===== src/rtl/cipher_ctrl_pkg.sv =====
// Purpose: shared types and constants for the block cipher control path.
// Latency: n/a (package only).
// Backpressure: n/a (package only).
package cipher_ctrl_pkg;

  localparam int BLOCK_W          = 128;
  localparam int KEY_W            = 128;
  localparam int DEF_NUM_ROUNDS   = 10;
  localparam int DEF_WARM_PERIODS = 2;

  // Last value of the 16-step sub-cycle; one round or warm period ends here.
  localparam logic [3:0] SUBCYCLE_LAST = 4'hf;

  typedef enum logic [2:0] {
    S_IDLE    = 3'd0,
    S_KS_INIT = 3'd1,
    S_WARM    = 3'd2,
    S_RUN     = 3'd3,
    S_DONE    = 3'd4
  } state_t;

endpackage


===== src/rtl/cipher_round_sequencer_subcycle.sv =====
// Purpose: 4-bit sub-cycle counter with enable and clear, plus end-of-cycle flag.
// Latency: count updates one clock after en/clear; wrap is combinational.
// Backpressure: none; deasserting en freezes the count.
// Ports: clk, reset (sync, active-high), en, clear -> count[3:0], wrap.
module subcycle_counter
  import cipher_ctrl_pkg::*;
(
  input  logic       clk,
  input  logic       reset,
  input  logic       en,
  input  logic       clear,
  output logic [3:0] count,
  output logic       wrap
);

  always_ff @(posedge clk) begin
    if (reset || clear) begin
      count <= 4'd0;
    end else if (en) begin
      count <= count + 4'd1;  // 15 -> 0 wraps naturally
    end
  end

  assign wrap = en && (count == SUBCYCLE_LAST);

endmodule


===== src/rtl/cipher_round_sequencer.sv =====
// Purpose: sequences key-schedule warm-up and NUM_ROUNDS datapath rounds per block.
// Latency: out_valid 1+16*(WARM_PERIODS+NUM_ROUNDS) clocks after accept (+ stalled cycles).
// Backpressure: one block in flight; in_ready low until result drained by out_ready.
// Ports: clk/reset; in_* request handshake; ks_* key schedule control; counter,
//   rf_block/rf_result/rf_last/round_idx to the round datapath; out_* result
//   handshake; busy. Optional stall input when CIPHER_SEQ_STALL_EN is defined.
module cipher_round_sequencer
  import cipher_ctrl_pkg::*;
#(
  parameter int NUM_ROUNDS   = DEF_NUM_ROUNDS,
  parameter int WARM_PERIODS = DEF_WARM_PERIODS
) (
  input  logic               clk,
  input  logic               reset,
`ifdef CIPHER_SEQ_STALL_EN
  input  logic               stall,
`endif
  input  logic               in_valid,
  output logic               in_ready,
  input  logic               in_encrypt,
  input  logic [KEY_W-1:0]   in_key,
  input  logic [BLOCK_W-1:0] in_block,
  output logic               ks_reset,
  output logic [KEY_W-1:0]   ks_key,
  output logic               ks_encrypt,
  output logic [3:0]         counter,
  output logic [BLOCK_W-1:0] rf_block,
  input  logic [BLOCK_W-1:0] rf_result,
  output logic               rf_last,
  output logic [3:0]         round_idx,
  output logic               out_valid,
  input  logic               out_ready,
  output logic [BLOCK_W-1:0] out_block,
  output logic               busy
);

  localparam logic [3:0] ROUND_LAST = 4'(NUM_ROUNDS - 1);
  localparam logic [1:0] WARM_LAST  = 2'((WARM_PERIODS > 0) ? WARM_PERIODS - 1 : 0);

  state_t               state, state_nxt;
  logic [BLOCK_W-1:0]   work;
  logic [1:0]           warm_cnt;
  logic                 hold;
  logic                 cnt_active;
  logic                 cnt_en;
  logic                 wrap;

`ifdef CIPHER_SEQ_STALL_EN
  assign hold = stall;
`else
  assign hold = 1'b0;
`endif

  // Counter only runs in WARM/RUN; everywhere else it is held at 0, so
  // KS_INIT and DONE both present counter=0.
  assign cnt_active = (state == S_WARM) || (state == S_RUN);
  assign cnt_en     = cnt_active && !hold;

  subcycle_counter u_subcycle (
    .clk   (clk),
    .reset (reset),
    .en    (cnt_en),
    .clear (!cnt_active),
    .count (counter),
    .wrap  (wrap)
  );

  always_ff @(posedge clk) begin
    if (reset) begin
      state <= S_IDLE;
    end else begin
      state <= state_nxt;
    end
  end

  // wrap already includes the stall gate, so a stalled cycle cannot advance state.
  always_comb begin
    state_nxt = state;
    case (state)
      S_IDLE:    if (in_valid) state_nxt = S_KS_INIT;
      S_KS_INIT: state_nxt = (WARM_PERIODS == 0) ? S_RUN : S_WARM;
      S_WARM:    if (wrap && (warm_cnt == WARM_LAST)) state_nxt = S_RUN;
      S_RUN:     if (wrap && (round_idx == ROUND_LAST)) state_nxt = S_DONE;
      S_DONE:    if (out_ready) state_nxt = S_IDLE;
      default:   state_nxt = S_IDLE;
    endcase
  end

  always_ff @(posedge clk) begin
    if (reset) begin
      work       <= '0;
      ks_key     <= '0;
      ks_encrypt <= 1'b0;
      round_idx  <= 4'd0;
      warm_cnt   <= 2'd0;
    end else begin
      case (state)
        S_IDLE: begin
          if (in_valid) begin
            work       <= in_block;
            ks_key     <= in_key;
            ks_encrypt <= in_encrypt;
            round_idx  <= 4'd0;
            warm_cnt   <= 2'd0;
          end
        end
        S_WARM: begin
          if (wrap) warm_cnt <= warm_cnt + 2'd1;
        end
        S_RUN: begin
          if (wrap) begin
            work <= rf_result;
            // Final round: index stays put so rf_last/round_idx stay in range.
            if (round_idx != ROUND_LAST) round_idx <= round_idx + 4'd1;
          end
        end
        default: ;
      endcase
    end
  end

  assign in_ready  = (state == S_IDLE);
  assign ks_reset  = (state == S_KS_INIT);
  assign out_valid = (state == S_DONE);
  assign busy      = (state != S_IDLE);
  assign rf_last   = (state == S_RUN) && (round_idx == ROUND_LAST);
  assign rf_block  = work;
  assign out_block = work;

endmodule


===== config.mk =====
export PLATFORM = sky130hd
export DESIGN_NAME = cipher_round_sequencer
export DESIGN_NICKNAME = d
export VERILOG_FILES = /design/src/rtl/cipher_ctrl_pkg.sv /design/src/rtl/cipher_round_sequencer_subcycle.sv /design/src/rtl/cipher_round_sequencer.sv
export SDC_FILE = /design/constraint.sdc
export NUM_CORES = 1
export LEC_CHECK = 0
export BUFFER_PORTS_ARGS = -buffer_cell sky130_fd_sc_hd__buf_2
export CORE_AREA = 2 2 306 308
export CTS_CLUSTER_DIAMETER = 50
export CTS_CLUSTER_SIZE = 25
export DETAILED_ROUTE_END_ITERATION = 7
export DIE_AREA = 0 0 308 310
export GPL_ROUTABILITY_DRIVEN = 0
export SLEW_MARGIN = 0
export SYNTH_ARGS = -nofsm -noshare
export SYNTH_HDL_FRONTEND = slang
export SYNTH_SLANG_ARGS = --single-unit

===== constraint.sdc =====
create_clock -name clk -period 5.83 [get_ports clk]
set_input_delay 0.2915 -clock clk [delete_from_list [all_inputs] [get_ports clk]]
set_output_delay 0.2915 -clock clk [all_outputs]
set_load 0.01 [all_outputs]

==> run_results.csv <==
group,metric,value,unit
cts,ctsResizeCount,0,
setup_path,rr_worst_depth,6,
power,combinationalPowerShare,21.1,%
cts,clock_path_buffers,3,
synth,ys_types,35,
sta,hold-worst-slack,0.0567,ns
synth,synthArstFlopShare,0,%
cts,cts_tree,"done",
sta,clock_skew,0.0326,ns
power,leakagePower,9.91,nW
global_route,grt_antenna_before_repair,43,
setup_path,endpoint,"out_block[68]$_SDFFE_PP0P_",
synth,syn-num-nets,1872,
finish,layout_common_cells,"buf_2, nand2_1, dlygate4sd3_1",
power,p_int,4.23,mW
floorplanning,dieArea,95500,um^2
global_route,grt_pass1_vias,13900,
power,swShare,31.1,%
place,post-place-ws,3.21,ns
drt,wl_per_cell,18.3,um
setup_path,timing.rr.start,"state[0]$_SDFFE_PP0P_",
sta,rsz0062_at_grt,"no",
drt,ant_nets,0,
synth,synth_seq_area_share,44.4,%
min_path,min_path_type,"input port to register",
cts,cts-htree-levels,2,
floorplanning,start_util,13.2,%
sta,hold_violations,0,
setup_path,endpoint_kind,"register",
sta,slew_violations,0,
power,clkPwrFrac,44.2,%
place,dp_hpwl,49800,um
power,power.total,6.14,mW
setup_path,cp_max_fo,134,
floorplanning,die_h,310,um
cts,cts_sinks,270,
sta,slew_headroom,33.4,%
drt,dr.pass1.iters,5,
power,ir_drop,0.180,mV
floorplanning,die_x,308,um
sta,period_needed,3.19,ns
finish,area_growth,76.0,%
floorplanning,rows,112,
synth,synth_ff_type,"dfxtp_1",
synth,ys_warn_count,0,
synth,yosysTopAreaCellShare,44.4,%
synth,netlist_area,12200,um^2
sta,fmax,314,MHz
run,cap_violations,0,
drt,drt_drc_violations_left,0,
drt,vias,14300,
synth,yosys.area.top_type,"dfxtp_1",
power,p_sw,1.91,mW
drt,viasPerCell,3.88,
cts,insertion_delay,0.60,ns
finish,layout_commonest_cell,"buf_2",
setup_path,crit_type,"register to register",
sta,worstMarginPinSlew,0.999,ns
cts,clk_pin_slew,0.05,ns
synth,synth-seq-cells,270,
power,power_density,287,nW/um^2
cts,cts_setup_buffers,0,
setup_path,start_kind,"register",
setup_path,required,6.35,ns
power,p_seq_share,34.6,%
global_route,grt_overflow,0,
finish,nets,2827,
place,port_buffers,786,
global_route,grt_pass1_wl,92900,um
setup_path,worst-r2r-setup-slack,2.64,ns
floorplanning,pin_count,787,
sta,timing.final.crit_share,54.7,%
setup_path,worstPathArrival,3.71,ns
global_route,grt.total_usage,13.2,%
cts,clockRootBuffer,"clkbuf_16",
setup_path,cp-startpoint,"state[0]$_SDFFE_PP0P_",
status,status,"finished, final reports clean",
drt,drt-total-wl,67500,um
synth,synth.avg_cell_area,8.22,um^2
setup_path,reg2reg_to,"out_block[68]$_SDFFE_PP0P_",
synth,synth_cells,1479,
cts,holdBufCountCts,363,
sta,setup_slack,2.64,ns
floorplanning,core-area,92500,um^2
global_route,grt_max_degree,135,
finish,drive_above_1_share,39.7,%
sta,setup-violations-final,0,
cts,cts-buffers-inserted,44,
synth,synth_area_leaders,"dfxtp_1, nand2_1, a311oi_2, buf_4, a21oi_1",
finish,fillerInstances,10000,
sta,fin_setup_tns,0,ns
drt,drt_iter0_drc,949,
synth,synth-edff-count,0,
## kinds of logic (layout without fill, tap and decap cells)
group / count (synthesis) / count (layout) / synth area share [%]
buffers and inverters: 252 / 1242 / 12.9
DFF: 270 / 270 / 44.4
muxes: 4 / 4 / 0.360
adders and majority gates: 4 / 4 / 0.411
and+or+nand+nor: 680 / 680 / 21.5
xor gates and xnor gates: 4 / 4 / 0.288
other: 0 / 13 / 0
AOI/OAI and AO/OA: 265 / 265 / 20.1
## worst max-delay path: stages (launching register included)
cell,delay (ns)
dfxtp_1,0.41
or4b_4,0.85
o21ai_4,0.20
buf_12,0.44
nor2_1,0.12
a311oi_2,0.27
dlygate4sd3_1,0.59
## routing by layer
layer | up-vias | global-route usage (%) | share of wire [%]
met3 | 154 | 5.66 | 11
met4 | 32 | 5.73 | 4.1
met2 | 714 | 21.7 | 47
met5 | - | 0 | 0.31
li1 | 6747 | - | -
met1 | 6624 | 15.0 | 38
## per-stage QoR
step / area (um^2) / util [%] / cells
after floorplan: 12200 / - / 1479
after global placement: 16200 / 17.5 / 3222
after detailed placement: 16200 / 17.5 / 3222
after CTS: 21400 / 23.1 / 3666
after global routing: 21400 / 23.1 / 3673
final: 21400 / 23.1 / 3679
## power by group through the flow
stage / Clock (mW) / Sequential [mW] / Combinational [mW]
2_1_floorplan: 0 / 2.20 / 0.592
3_3_place_gp: 0 / 2.16 / 1.04
3_5_place_dp: 0 / 2.16 / 1.05
4_1_cts: 2.81 / 2.12 / 1.29
5_1_grt: 2.88 / 2.15 / 1.41
6_report: 2.72 / 2.13 / 1.30
## state kept, by name, indices dropped and copies added, names as in the netlist
signal	cells
state	3
ks_encrypt	1
ks_key	128
warm_cnt	2
out_block	128
round_idx	4
u_subcycle.count	4
## cell usage after synthesis, types with 2 or more instances
cell type,n
buf_1,2
a21oi_1,130
dfxtp_1,270
nand2_1,519
buf_4,130
ha_1,4
clkbuf_1,78
and3_1,2
nor2_1,140
mux2_2,3
nor3_1,4
buf_6,14
nand3b_1,2
a311oi_2,100
a311oi_1,28
nand3_1,5
xor2_1,3
buf_2,24
nor3b_1,2
inv_1,4
## cell type report
type	count	area, um^2	share of cell area [%]
timing repair buffer	1157	7710	36.0
sequential	270	5410	25.3
multi-input combinational	957	5210	24.3
tap	1197	1500	7.00
clock buffer	51	1210	5.65
clock inverter	30	327	1.53
antenna	13	32.5	0.152
inverter	4	15.0	0.0701
## worst min-delay path by stage
stage,start,depth (start not counted),to
5_1_grt,in_block[71],3,out_block[71]$_SDFFE_PP0P_
4_1_cts,in_block[71],3,out_block[71]$_SDFFE_PP0P_
2_1_floorplan,in_encrypt,2,ks_encrypt$_SDFFE_PP0P_
3_5_place_dp,ks_key[60]$_SDFFE_PP0P_,2,ks_key[60]$_SDFFE_PP0P_
3_3_place_gp,ks_key[85]$_SDFFE_PP0P_,2,ks_key[85]$_SDFFE_PP0P_
6_report,rf_result[46],3,out_block[46]$_SDFFE_PP0P_
Power figures use the tool's default switching activity.
